<file path="src/rtl/uart_reset_sequencer.sv">
// Reset sequencer for the Full UART: synchronizes and stretches the board reset, releases baud -> RX -> TX,
// and services drained software resets. Optional watchdog enabled by defining SEQ_WDOG_EN.
module uart_reset_sequencer #(
  parameter int unsigned STRETCH_CYC = 16,
  parameter int unsigned GAP_CYC     = 4,
  parameter int unsigned DRAIN_TO    = 1024,
  parameter int unsigned WD_CYC      = 65536,
  parameter int unsigned CNT_W       = 17
) (
  input  logic       clk,
  input  logic       rst,
  input  logic       sw_rst_req,
  input  logic       tx_busy,
`ifdef SEQ_WDOG_EN
  input  logic       wd_kick,
  output logic       wd_fired,
`endif
  output logic       rst_baud,
  output logic       rst_rx,
  output logic       rst_tx,
  output logic       seq_done,
  output logic       sw_rst_ack,
  output logic       drain_timeout,
  output logic [2:0] seq_state
);

  typedef enum logic [2:0] {
    ST_HOLD    = 3'd0,
    ST_STRETCH = 3'd1,
    ST_REL_RX  = 3'd2,
    ST_REL_TX  = 3'd3,
    ST_RUN     = 3'd4,
    ST_DRAIN   = 3'd5,
    ST_ASSERT  = 3'd6
  } state_t;

  localparam longint unsigned CNT_MAX = (64'd1 << CNT_W) - 64'd1;

  if (STRETCH_CYC == 0 || GAP_CYC == 0 || DRAIN_TO == 0 || WD_CYC == 0 ||
      64'(STRETCH_CYC) > CNT_MAX || 64'(GAP_CYC) > CNT_MAX ||
      64'(DRAIN_TO) > CNT_MAX || 64'(WD_CYC) > CNT_MAX) begin : g_bad_params
    $error("uart_reset_sequencer: count parameters must lie in 1 .. 2**CNT_W-1");
  end

  localparam logic [CNT_W-1:0] STRETCH_LD = CNT_W'(STRETCH_CYC - 1);
  localparam logic [CNT_W-1:0] GAP_LD     = CNT_W'(GAP_CYC - 1);
  localparam logic [CNT_W-1:0] DRAIN_LD   = CNT_W'(DRAIN_TO - 1);

  state_t           state;
  logic [CNT_W-1:0] cnt;
  logic [1:0]       sync_q;
  logic             run_trigger;

  assign seq_state = state;

  // Release synchronizer: the async deassertion of rst reaches the FSM two edges later.
  always_ff @(posedge clk or negedge rst) begin
    if (!rst) begin
      sync_q <= 2'b00;
    end else begin
      sync_q <= {sync_q[0], 1'b1};
    end
  end

`ifdef SEQ_WDOG_EN
  localparam logic [CNT_W-1:0] WD_LD = CNT_W'(WD_CYC - 1);

  logic [CNT_W-1:0] wd_cnt;
  logic             wd_expire;

  assign wd_expire   = (state == ST_RUN) && !wd_kick && (wd_cnt == '0);
  assign run_trigger = sw_rst_req || wd_expire;

  // Held at its load value outside RUN, so RUN entry always starts a full period.
  always_ff @(posedge clk or negedge rst) begin
    if (!rst) begin
      wd_cnt   <= WD_LD;
      wd_fired <= 1'b0;
    end else begin
      if (state != ST_RUN || wd_kick) begin
        wd_cnt <= WD_LD;
      end else if (wd_cnt != '0) begin
        wd_cnt <= wd_cnt - 1'b1;
      end
      if (wd_expire) begin
        wd_fired <= 1'b1;
      end
    end
  end
`else
  assign run_trigger = sw_rst_req;
`endif

  // Request/ack contract: sw_rst_req is a level sampled only in RUN (never queued); sw_rst_ack is a
  // single-cycle pulse on the edge the domain resets are re-applied, whether the drain was clean or not.
  always_ff @(posedge clk or negedge rst) begin
    if (!rst) begin
      state         <= ST_HOLD;
      cnt           <= '0;
      rst_baud      <= 1'b1;
      rst_rx        <= 1'b1;
      rst_tx        <= 1'b1;
      seq_done      <= 1'b0;
      sw_rst_ack    <= 1'b0;
      drain_timeout <= 1'b0;
    end else begin
      sw_rst_ack <= 1'b0;
      case (state)
        ST_HOLD: begin
          if (sync_q[1]) begin
            state <= ST_STRETCH;
            cnt   <= STRETCH_LD;
          end
        end
        ST_STRETCH, ST_ASSERT: begin
          if (cnt == '0) begin
            rst_baud <= 1'b0;
            state    <= ST_REL_RX;
            cnt      <= GAP_LD;
          end else begin
            cnt <= cnt - 1'b1;
          end
        end
        ST_REL_RX: begin
          if (cnt == '0) begin
            rst_rx <= 1'b0;
            state  <= ST_REL_TX;
            cnt    <= GAP_LD;
          end else begin
            cnt <= cnt - 1'b1;
          end
        end
        ST_REL_TX: begin
          if (cnt == '0) begin
            rst_tx   <= 1'b0;
            seq_done <= 1'b1;
            state    <= ST_RUN;
          end else begin
            cnt <= cnt - 1'b1;
          end
        end
        ST_RUN: begin
          if (run_trigger) begin
            state <= ST_DRAIN;
            cnt   <= DRAIN_LD;
          end
        end
        ST_DRAIN: begin
          // tx_busy low wins over expiry on the same edge: that is a clean drain.
          if (!tx_busy || cnt == '0) begin
            if (tx_busy) begin
              drain_timeout <= 1'b1;
            end
            rst_baud   <= 1'b1;
            rst_rx     <= 1'b1;
            rst_tx     <= 1'b1;
            seq_done   <= 1'b0;
            sw_rst_ack <= 1'b1;
            state      <= ST_ASSERT;
            cnt        <= STRETCH_LD;
          end else begin
            cnt <= cnt - 1'b1;
          end
        end
        default: begin
          state <= ST_HOLD;
        end
      endcase
    end
  end

endmodule

</file>
<file path="config.mk">
export PLATFORM = sky130hd
export DESIGN_NAME = uart_reset_sequencer
export DESIGN_NICKNAME = d
export VERILOG_FILES = /design/src/rtl/uart_reset_sequencer.sv
export SDC_FILE = /design/constraint.sdc
export NUM_CORES = 1
export LEC_CHECK = 0
export ABC_AREA = 1
export CAP_MARGIN = 20
export CORE_UTILIZATION = 50
export CTS_CLUSTER_DIAMETER = 30
export CTS_CLUSTER_SIZE = 40
export DETAILED_ROUTE_END_ITERATION = 6
export PLACE_DENSITY_LB_ADDON = 0.2
export SKIP_CTS_REPAIR_TIMING = 1
export SLEW_MARGIN = 20
export SYNTH_ARGS = -nofsm -noshare
export SYNTH_HDL_FRONTEND = slang
export SYNTH_SLANG_ARGS = --single-unit
</file>
<file path="constraint.sdc">
create_clock -name clk -period 3.25 [get_ports clk]
set_clock_uncertainty 0.2 [all_clocks]
set_input_delay 0.4875 -clock clk [delete_from_list [all_inputs] [get_ports clk]]
set_output_delay 0.4875 -clock clk [all_outputs]
set_load 0.02 [all_outputs]
</file>
**Word level (Yosys, flattened, before mapping)**

Cells that the tools add are included.

- Register bits: 28
- Bits of input ports: 4
- Output and inout bits: 9
- Word-level logic and storage cells: 62

- Add/subtract/negate cells: 1
- Equality and inequality tests: 13
- Muxes and demuxes: 23
- Reductions and logical operators: 16

Operator list:

| operator | number |
|---|---|
| $mux 17 | 5 |
| $pmux 17 s5 | 1 |
| $mux 3 | 6 |
| $pmux 3 s6 | 1 |
| $logic_not 17->1 | 1 |
| $sub 17x1->17 const B | 1 |
| $ne 2x2->1 const B | 7 |
| $reduce_and 3->1 | 4 |
| $eq 3x3->1 const B | 3 |
| $pmux 1 s2 | 4 |
| $eq 3x2->1 const B | 2 |
| $mux 1 | 6 |
| $reduce_and 6->1 | 1 |
| $reduce_bool 2->1 | 3 |
| $reduce_bool 5->1 | 1 |
| $reduce_and 4->1 | 1 |
| $eq 3x1->1 const B | 1 |
| $logic_not 3->1 | 1 |
| $reduce_or 3->1 | 1 |
| $reduce_or 2->1 | 1 |
| $logic_not 1->1 | 1 |
| $logic_or 1x1->1 | 1 |

**Depth between registers and ports, before layout**

Gate-level depths: netlist of the first run.

- Word-level depth: 4
- Mapped depth: 13
- Gate-level depth less buffers: 13

**Worst setup path before layout of the first run**

Ideal clock, no wire load.

- Kind: flip-flop to flip-flop
- Start: register state[0], in the netlist seq_state[0]
- End: register cnt[6]
- Setup time: 122 ps
- Arrival time: 1,623 ps
- Data required time: 2,928 ps
- Slack: 1,305 ps
- Cell stages (with the launch flop): 12
- Buffers on the path: 1
- Period minus slack after synthesis: 1,945 ps
- Path through: dfrtp_1 > inv_1 > ha_1 > nand2_1 > o21ai_2 > nor2_4 > nand2_4 > buf_6 > nand2_1 > nand2_1 > inv_1 > o21ai_2

- Longest elaborated chain between the ends: 4
- Elaborated cells between the ends (all ways): 14
- Classes of those cells: eq/ne (9); mux (1); reduce/logical (4)

RTL lines:

| element | RTL line | RTL |
|---|---|---|
| from (decl) | 49 | `state_t state;` |
| from (signal assigned) | 98 | `state <= ST_HOLD;` |
| from (signal assigned) | 111 | `state <= ST_STRETCH;` |
| from (signal assigned) | 118 | `state <= ST_REL_RX;` |
| $eq 3x2->1 (tied with other cells) | 108 | `case (state)` |
| $reduce_or 3->1 (no source line) | -- |  |
| $reduce_bool 5->1 (no source line) | -- |  |
| $reduce_and 4->1 (no source line) | -- |  |
| to (signal assigned) | 121 | `cnt <= cnt - 1'b1;` |
| to (signal assigned) | 130 | `cnt <= cnt - 1'b1;` |
| to (signal assigned) | 139 | `cnt <= cnt - 1'b1;` |
| to (decl) | 50 | `logic [CNT_W-1:0] cnt;` |

Parallel ways exist; a longest one is shown, timed or not.
A chain may end at the register's enable or synchronous reset.

**Worst setup path in the final report of the first run**

- Start: register state[2], in the netlist seq_state[2]
- End: output seq_state[2]

RTL lines:

| element | RTL line | RTL |
|---|---|---|
| to (decl) | 24 | `output logic [2:0] seq_state` |

No word-level cell between the ends.

==> impl_metrics.tcl, run 1 <==
set metrics [dict create \
    hold_viol 0 \
    final_common_cell "nand2_1" \
    start_kind "flip-flop" \
    dpl_worst_slack_ps 1140 \
    rsz0062_at_grt "false" \
    antenna_left 0 \
    status "complete, no violations" \
    drt-pass1-iter-count 4 \
    nNetsFinal 275 \
    clk_pin_slew_worst_paths_ps 90 \
    cts-htree-levels 1 \
    vias 1553 \
    crit_buf_inv 1 \
    cts_max_path_buffers 2 \
    finalWorstSetupSlack_ps 1130 \
    setup_violations 0 \
    synth_fp_nets 258 \
    ys_seq_area_share_pct 37.9 \
    clk-insertion-delay-late_ps 280 \
    ys_ff_latch 28 \
    power.total_mw 1.90 \
    ir_drop_mv 0.532 \
    num_antenna_cells 0 \
    cts_root_buf "clkbuf_8" \
    clock.fmax_mhz 472 \
    wirelength_met1_um 1800 \
    antenna_found_initial 0 \
    wirelength_um 3770 \
    cts_tree "built" \
    dp.cells 305 \
    wl_met2_um 1740 \
    placed_area_um2 2030 \
    numPortBuffers 12 \
    drive_above_1_share_pct 14.1 \
    instances_no_fill 309 \
    dp_hpwl_um 2840 \
    first_global_vias 1449 \
    synth.avg_cell_area_um2 7.53 \
    initial_utilization_pct 54.1 \
    core_area_um2 3440 \
    overflow 0 \
    tns_ps 0 \
    die-area_um2 3970 \
    crit_chain "clkdlybuf4s50_1" \
    worst_hold_slack_ps 159 \
    finalCritPeriodShare_pct 65.2 \
    synth_top_family_by_area "simple AND/OR/NAND/NOR gates" \
    critPathTopFamily "buffers and inverters" \
    arrival_ps 1430 \
    static-leakage-power_nw 1.10 \
    synthMuxAreaShare_pct 0 \
    rows 21 \
    wl_per_cell_um 12.2 \
    slew_viol_final 0 \
    drt-initial-drc-count 100 \
    reg2reg_slack_ps 1140 \
    max_cap_viol_count 0 \
    fin_util_pct 61.2 \
    synth_compound_area_share_pct 8.61 \
    final_cell_area_um2 2110 \
    ys_types 29 \
    synth_adder_area_share_pct 4.71 \
    die_w_um 63 \
    grt_max_degree 29 \
    top_layer "met4" \
    critPathSlowestCell "clkdlybuf4s50_1" \
    grt.total_usage_pct 21.0 \
    post_drt_via_cell_ratio 5.03 \
    final_cell_mix "81 x nand2_1, 33 x nor2_1, 26 x inv_1" \
    area_delta_synth_final_pct 13.2 \
    gp_congestion 0.819 \
    grt_pass1_wl_um 6400 \
    syn_inst 247 \
    max_stage_delay_ps 660 \
    min_period_ps 2120 \
    worstSetupPathType "flip-flop to output pin" \
    cp.required_ps 2560 \
    io_pins 13 \
    synth_xor_area_share_pct 5.65 \
    route.detailed.drc 0 \
    synth_warnings 0 \
    crit_fanout 8 \
    cts_buffers 3 \
    cts.sinks 28 \
    endpoint_kind "output pin" \
    route.met3.wl_um 124 \
    syn_area_um2 1860 \
    hp-class "flip-flop to flip-flop" \
    synth_simple_gate_area_share_pct 36.2 \
    die_h_um 63 \
    power_density_nw_per_um2 902 \
]
[Yosys cell counts (all sizes together)]
cell type  count  area, um^2
a21oi          6        33.8
nand3         12        85.1
conb           1        3.75
inv           30         115
xor2           6        52.6
buf            1        11.3
nand2         88         368
xnor2          6        52.6
dfstp          3        78.8
o21bai         3        30.0
nor2          38         170
nand4          3        18.8
ha             7        87.6
nor3           1        5.00
nand3b         3        26.3
dfrtp         25         626
o21ai         14        96.3
[registers in the layout, summed over array words and instances (netlist names)]
register / cells
sync_q: 2
drain_timeout: 1
sw_rst_ack: 1
rst_tx: 1
seq_done: 1
rst_rx: 1
cnt: 17
rst_baud: 1
seq_state: 3
[worst paths after layout]
path,from,end,cells past startpoint
max,seq_state[2]$_DFFE_PN0P_,seq_state[2],1
min,sync_q[0]$_DFF_PN0_,sync_q[1]$_DFF_PN0_,0
max reg2reg,seq_state[0]$_DFFE_PN0P_,cnt[6]$_DFFE_PN0P_,11
min reg2reg,sync_q[0]$_DFF_PN0_,sync_q[1]$_DFF_PN0_,0
max in group asynchronous,rst,rst_baud$_DFFE_PN1P_,2
min in group asynchronous,rst,seq_done$_DFFE_PN0P_,2
[report_power, final]
group | internal, mW | switching, mW
combinational | 0.378 | 0.710
clock | 0.165 | 0.114
sequential | 0.445 | 0.0876
total | 0.988 | 0.911
[area by class of cell]
type / instances / area (um^2)
multi-input combinational: 188 / 1030
tap: 46 / 57.6
clock inverter: 1 / 30.0
timing repair buffer: 13 / 128
inverter: 30 / 115
sequential: 28 / 704
clock buffer: 3 / 41.3
fill: 333 / 1340
[metal layers]
| metal | track usage [%] | up-vias |
|---|---|---|
| li1 | - | 794 |
| met1 | 25.7 | 721 |
| met2 | 33.9 | 27 |
| met3 | 4.56 | 11 |
| met4 | 11.6 | 0 |
| met5 | 0 | - |
[kinds of logic after synthesis]
family / count (synthesis)
XOR/XNOR: 12
flip-flops: 28
AO/OA/AOI/OAI: 23
AND/OR/NAND/NOR: 145
other: 1
buffers and inverters: 31
adder cells (fa/ha/maj): 7
(Power assumes the default switching activity.)
==> run 2, diff against run 1 <==
Clock period 3.25 ns to 1.7 ns, I/O delays scaled along.
==> impl_metrics.tcl, run 2 (synthesis gave the netlist of run 1 again) <==
set metrics [dict create \
    reg2reg_slack_ps -300 \
    cp.required_ps 1670 \
    seq_area_um2 707 \
    cts-htree-levels 1 \
    num_antenna_cells 0 \
    r2r_end "cnt[10]$_DFFE_PN0P_" \
    rows 21 \
    crit_fanout 8 \
    post_drt_via_cell_ratio 5.07 \
    worst_hold_slack_ps 152 \
    finalWorstSetupSlack_ps -304 \
    hp-class "input port to async pin" \
    die_w_um 63 \
    largest_reg_flops 17 \
    nNetsFinal 337 \
    start_kind "flip-flop" \
    rsz0062_at_grt "true" \
    area_delta_synth_final_pct 49.6 \
    reg2reg_from "cnt[1]$_DFFE_PN0P_" \
    status "complete, but fails checks" \
    io_pins 13 \
    arrival_ps 1980 \
    grt.total_usage_pct 24.8 \
    power_density_nw_per_um2 1770 \
    ir_drop_mv 1.19 \
    hold_viol 0 \
    fill_cells 203 \
    finalCritPeriodShare_pct 118 \
    core_area_um2 3440 \
    cts_root_buf "clkbuf_8" \
    top_register "cnt" \
    clock.fmax_mhz 499 \
    wl_per_cell_um 14.7 \
    min_period_ps 2000 \
    final_cell_mix "72 x nand2_1, 59 x buf_4, 29 x nor2_1" \
    first_global_vias 1750 \
    cts_buffers 3 \
    antenna_found_initial 0 \
    initial_utilization_pct 54.1 \
    grt_max_degree 29 \
    max_cap_viol_count 0 \
    die_h_um 63 \
    clk-insertion-delay-late_ps 280 \
    setup_violations 26 \
    clk_pin_slew_worst_paths_ps 100 \
    violations "setup timing" \
    antenna_left 0 \
    cts.sinks 28 \
    endpoint_kind "flip-flop" \
    die-area_um2 3970 \
    grt_pass1_wl_um 7730 \
    drt-pass1-iter-count 4 \
    drt-initial-drc-count 153 \
    numPortBuffers 12 \
    cts_max_path_buffers 2 \
    route.detailed.drc 0 \
    wirelength_um 5440 \
    fin_util_pct 80.9 \
    cts_tree "built" \
    drive_above_1_share_pct 39.4 \
    static-leakage-power_nw 1.52 \
    dp_hpwl_um 3520 \
    overflow 0 \
    gp_congestion 0.831 \
    worstSetupPathType "flip-flop to flip-flop" \
    slew_viol_final 0 \
    vias 1880 \
    final_common_cell "nand2_1" \
    reg2regPathDepth 11 \
    multiInputGateArea_um2 1200 \
]
[run 2: where the power goes]
part,total (mW),switching [mW],internal (mW),leakage (nW)
clock,0.378,0.209,0.168,0.0228
combinational,3.53,1.98,1.55,1.14
sequential,1.01,0.152,0.855,0.351
[run 2: worst max-delay path by stage]
| stage | depth (start not counted) | slack [ps] | to | startpoint |
|---|---|---|---|---|
| floorplan | 11 | -60 | cnt[6]$_DFFE_PN0P_ | seq_state[1]$_DFFE_PN0P_ |
| global placement | 11 | -190 | seq_state[0]$_DFFE_PN0P_ | cnt[1]$_DFFE_PN0P_ |
| detailed placement | 11 | -230 | seq_state[2]$_DFFE_PN0P_ | cnt[0]$_DFFE_PN0P_ |
| CTS | 11 | -260 | seq_state[2]$_DFFE_PN0P_ | cnt[0]$_DFFE_PN0P_ |
| global route | 11 | -390 | cnt[10]$_DFFE_PN0P_ | cnt[1]$_DFFE_PN0P_ |
| finish | 11 | -300 | cnt[10]$_DFFE_PN0P_ | cnt[1]$_DFFE_PN0P_ |
[run 2: routing by layer]
layer	track usage [%]	routed length, um	vias to the layer above
met1	32.6	2340	891
met2	41.7	2740	53
met5	0	0	-
met4	9.01	129	0
met3	2.55	232	15
li1	-	-	921
[run 2: final cells by class]
cell class	count	area share (%)
Tap cell	46	2.07
Sequential cell	28	25.4
Inverter	30	4.40
Clock buffer	4	1.62
Multi-Input combinational cell	188	43.2
Timing Repair Buffer	75	23.3
[run 2: metrics by stage]
step | std cells | instance area (um^2) | power, mW | setup slack [ps] | setup TNS (ps)
floorplan | 247 | 1890 | 2.68 | -55.1 | -527
global placement | 363 | 2520 | 3.86 | -190 | -2520
detailed placement | 363 | 2520 | 3.95 | -232 | -3180
CTS | 367 | 2570 | 4.33 | -259 | -4490
global route | 371 | 2780 | 5.26 | -394 | -7470
finish | 371 | 2780 | 4.92 | -304 | -5080
[run 2: worst max-delay path: stages, from the launching register on]
cell and delay [ps]:
dfrtp_1 410, inv_2 100, ha_4 130, inv_2 40
nor2_4 90, nand2_2 70, nor2_4 170, nand2_4 140
nand2_4 110, nand3_4 150, a21oi_4 200, nor2_1 60
==> run 3, diff against run 2 <==
Settings changed: ABC_AREA 1 to not set, CORE_UTILIZATION 50 to 52.
==> impl_metrics.tcl, run 3 <==
set metrics [dict create \
    critPathSlowestCell "or4b_4" \
    grtUsageMet3_pct 3.93 \
    cts-htree-levels 1 \
    endpoint_kind "flip-flop" \
    top_register "cnt" \
    ir_drop_mv 1.48 \
    clock.fmax_mhz 407 \
    antenna_left 0 \
    hold_viol 0 \
    core_area_um2 3080 \
    min_period_ps 2450 \
    finalCritPeriodShare_pct 144 \
    gp_congestion 0.863 \
    cts_tree "built" \
    grt_max_degree 29 \
    cp.required_ps 1750 \
    crit_chain "inv_2, ha_1, or4b_4, or2_4, o21bai_4, o21ai_0, a221o_1" \
    grt.total_usage_pct 28.0 \
    post_drt_via_cell_ratio 5.95 \
    netlist_top_cells_area "dfrtp_1 37%, ha_1 5.1%, dfstp_2 4.6%, o21ai_0 4.1%, nor2_1 4.0%" \
    worstSetupPathType "flip-flop to flip-flop" \
    static-leakage-power_nw 1.30 \
    first_global_vias 1658 \
    final_cell_mix "65 x buf_4, 23 x dfrtp_1, 18 x nor2_1" \
    reg2regPathDepth 7 \
    r2r_end "cnt[8]$_DFFE_PN0P_" \
    cts_max_path_buffers 2 \
    slew_viol_final 0 \
    slew-limit-headroom_pct 54.3 \
    cts.sinks 28 \
    drt-initial-drc-count 130 \
    start_kind "flip-flop" \
    syn_inst 189 \
    vias 1844 \
    ys_types 50 \
    synth_edf_count 0 \
    ys.flop_type "dfrtp_1" \
    synth.most_common_cell "dfrtp_1" \
    drive_above_1_share_pct 38.7 \
    power_density_nw_per_um2 2130 \
    dp.cells 300 \
    rsz0062_at_grt "true" \
    largest_reg_flops 17 \
    synth.avg_cell_area_um2 9.02 \
    crit_fanout 7 \
    syn_area_um2 1700 \
    reg2reg_slack_ps -750 \
    rows 20 \
    async_flop_share_pct 100 \
    grtUsageMet1_pct 35.3 \
    max_cap_viol_count 0 \
    max_stage_delay_ps 460 \
    grt-busiest-layer "met2" \
    die_w_um 59.2 \
    clk_pin_slew_worst_paths_ps 170 \
    clk-insertion-delay-late_ps 340 \
    met2_usage_pct 48.5 \
    io_pins 13 \
    hp-class "input port to async pin" \
    cts_buffers 3 \
    crit_buf_inv 1 \
    synth_warnings 0 \
    grt_pass1_wl_um 7300 \
    ys_ff_latch 28 \
    numPortBuffers 12 \
    reg2reg_from "cnt[0]$_DFFE_PN0P_" \
    drt-pass1-iter-count 5 \
    synth_common_cells "25 x dfrtp_1, 18 x nor2_1, 17 x nand2_1" \
    die_h_um 59.2 \
    dpl_worst_slack_ps -687 \
    setup_violations 26 \
    overflow 0 \
    tightestPinTransition_ps 679 \
    cts_root_buf "clkbuf_4" \
    dp_hpwl_um 3460 \
    wirelength_um 5260 \
    initial_utilization_pct 55.4 \
    finalWorstSetupSlack_ps -755 \
    synth_top_area_cell "dfrtp_1" \
    critPathTopFamily "compound AO/OA/AOI/OAI gates" \
    status "complete, but fails checks" \
    synth_top_area_share_pct 36.7 \
    synth_fp_nets 200 \
    area_delta_synth_final_pct 48.4 \
    die-area_um2 3510 \
    final_common_cell "buf_4" \
    ys_seq_area_share_pct 41.3 \
    instances_no_fill 310 \
    route.detailed.drc 0 \
    violations "setup timing" \
    arrival_ps 2500 \
    num_antenna_cells 0 \
    nNetsFinal 278 \
    antenna_found_initial 0 \
    wl_per_cell_um 17.0 \
]
run 3: cell count changes in the layout (fill, tap and decap cells not counted), sizes merged, moves of 5 or more:
cell	change
nor4	+6
xnor2	-6
nand2	-71
a21o	+6
xor2	-6
buf	+5
inv	-21
nor2	-20
nand3	-11
nor3	+12
run 3: per-stage QoR:
| step | TNS [ps] | hold WS, ps | util (%) | cell area [um^2] | power, mW |
|---|---|---|---|---|---|
| 2_1_floorplan | -12530 | -241 | - | 1720 | 2.90 |
| 3_3_place_gp | -12780 | 143 | 75.2 | 2320 | 4.26 |
| 3_5_place_dp | -14650 | 147 | 75.2 | 2320 | 4.41 |
| 4_1_cts | -17520 | 71.9 | 77.0 | 2370 | 4.89 |
| 5_1_grt | -16930 | 80.3 | 82.2 | 2530 | 5.66 |
| 6_report | -15720 | 60.7 | 82.2 | 2530 | 5.37 |
run 3: area by class of cell:
class	instances	area (um^2)
Multi-Input combinational cell	145	1020
Sequential cell	28	707
Timing Repair Buffer	80	664
Fill cell	181	549
Tap cell	44	55.1
Inverter	9	33.8
Clock inverter	1	30.0
Clock buffer	3	22.5
run 3: worst max-delay path by stage:
| stage | startpoint | to | slack [ps] | cells after the start |
|---|---|---|---|---|
| CTS | cnt[1]$_DFFE_PN0P_ | cnt[2]$_DFFE_PN0P_ | -730 | 9 |
| global route | cnt[0]$_DFFE_PN0P_ | cnt[8]$_DFFE_PN0P_ | -790 | 7 |
| floorplan | cnt[0]$_DFFE_PN0P_ | cnt[5]$_DFFE_PN0P_ | -620 | 9 |
| finish | cnt[0]$_DFFE_PN0P_ | cnt[8]$_DFFE_PN0P_ | -750 | 7 |
| detailed placement | cnt[1]$_DFFE_PN0P_ | cnt[8]$_DFFE_PN0P_ | -690 | 7 |
| global placement | cnt[1]$_DFFE_PN0P_ | cnt[7]$_DFFE_PN0P_ | -570 | 7 |
run 3: report_power, final:
group | switching, mW | leakage (nW) | total [mW] | internal, mW
Clock | 0.224 | 0.0279 | 0.462 | 0.238
Combinational | 2.01 | 0.921 | 3.89 | 1.88
Sequential | 0.139 | 0.355 | 1.03 | 0.887
run 3: worst register-to-register path, delay by kind of cell, from the launching register on:
| family | cells | cell delay, ps |
|---|---|---|
| simple gates | 2 | 750 |
| flops | 1 | 430 |
| buf+inv | 1 | 70 |
| compound gates | 3 | 760 |
| fa+ha+maj | 1 | 140 |
run 3: cell families after synthesis:
kind of cell	count (synthesis)	synth area share, %
simple gates	76	23.2
compound gates	59	24.2
flops	28	41.3
buf+inv	16	4.70
fa+ha+maj	7	5.14
mux	2	1.25
other cells	1	0.220
run 3: metal layers:
metal / routed length [um] / share of wire, %
met2: 2660 / 50
met5: 0 / 0
met4: 116 / 2.2
met1: 2190 / 42
met3: 300 / 5.7
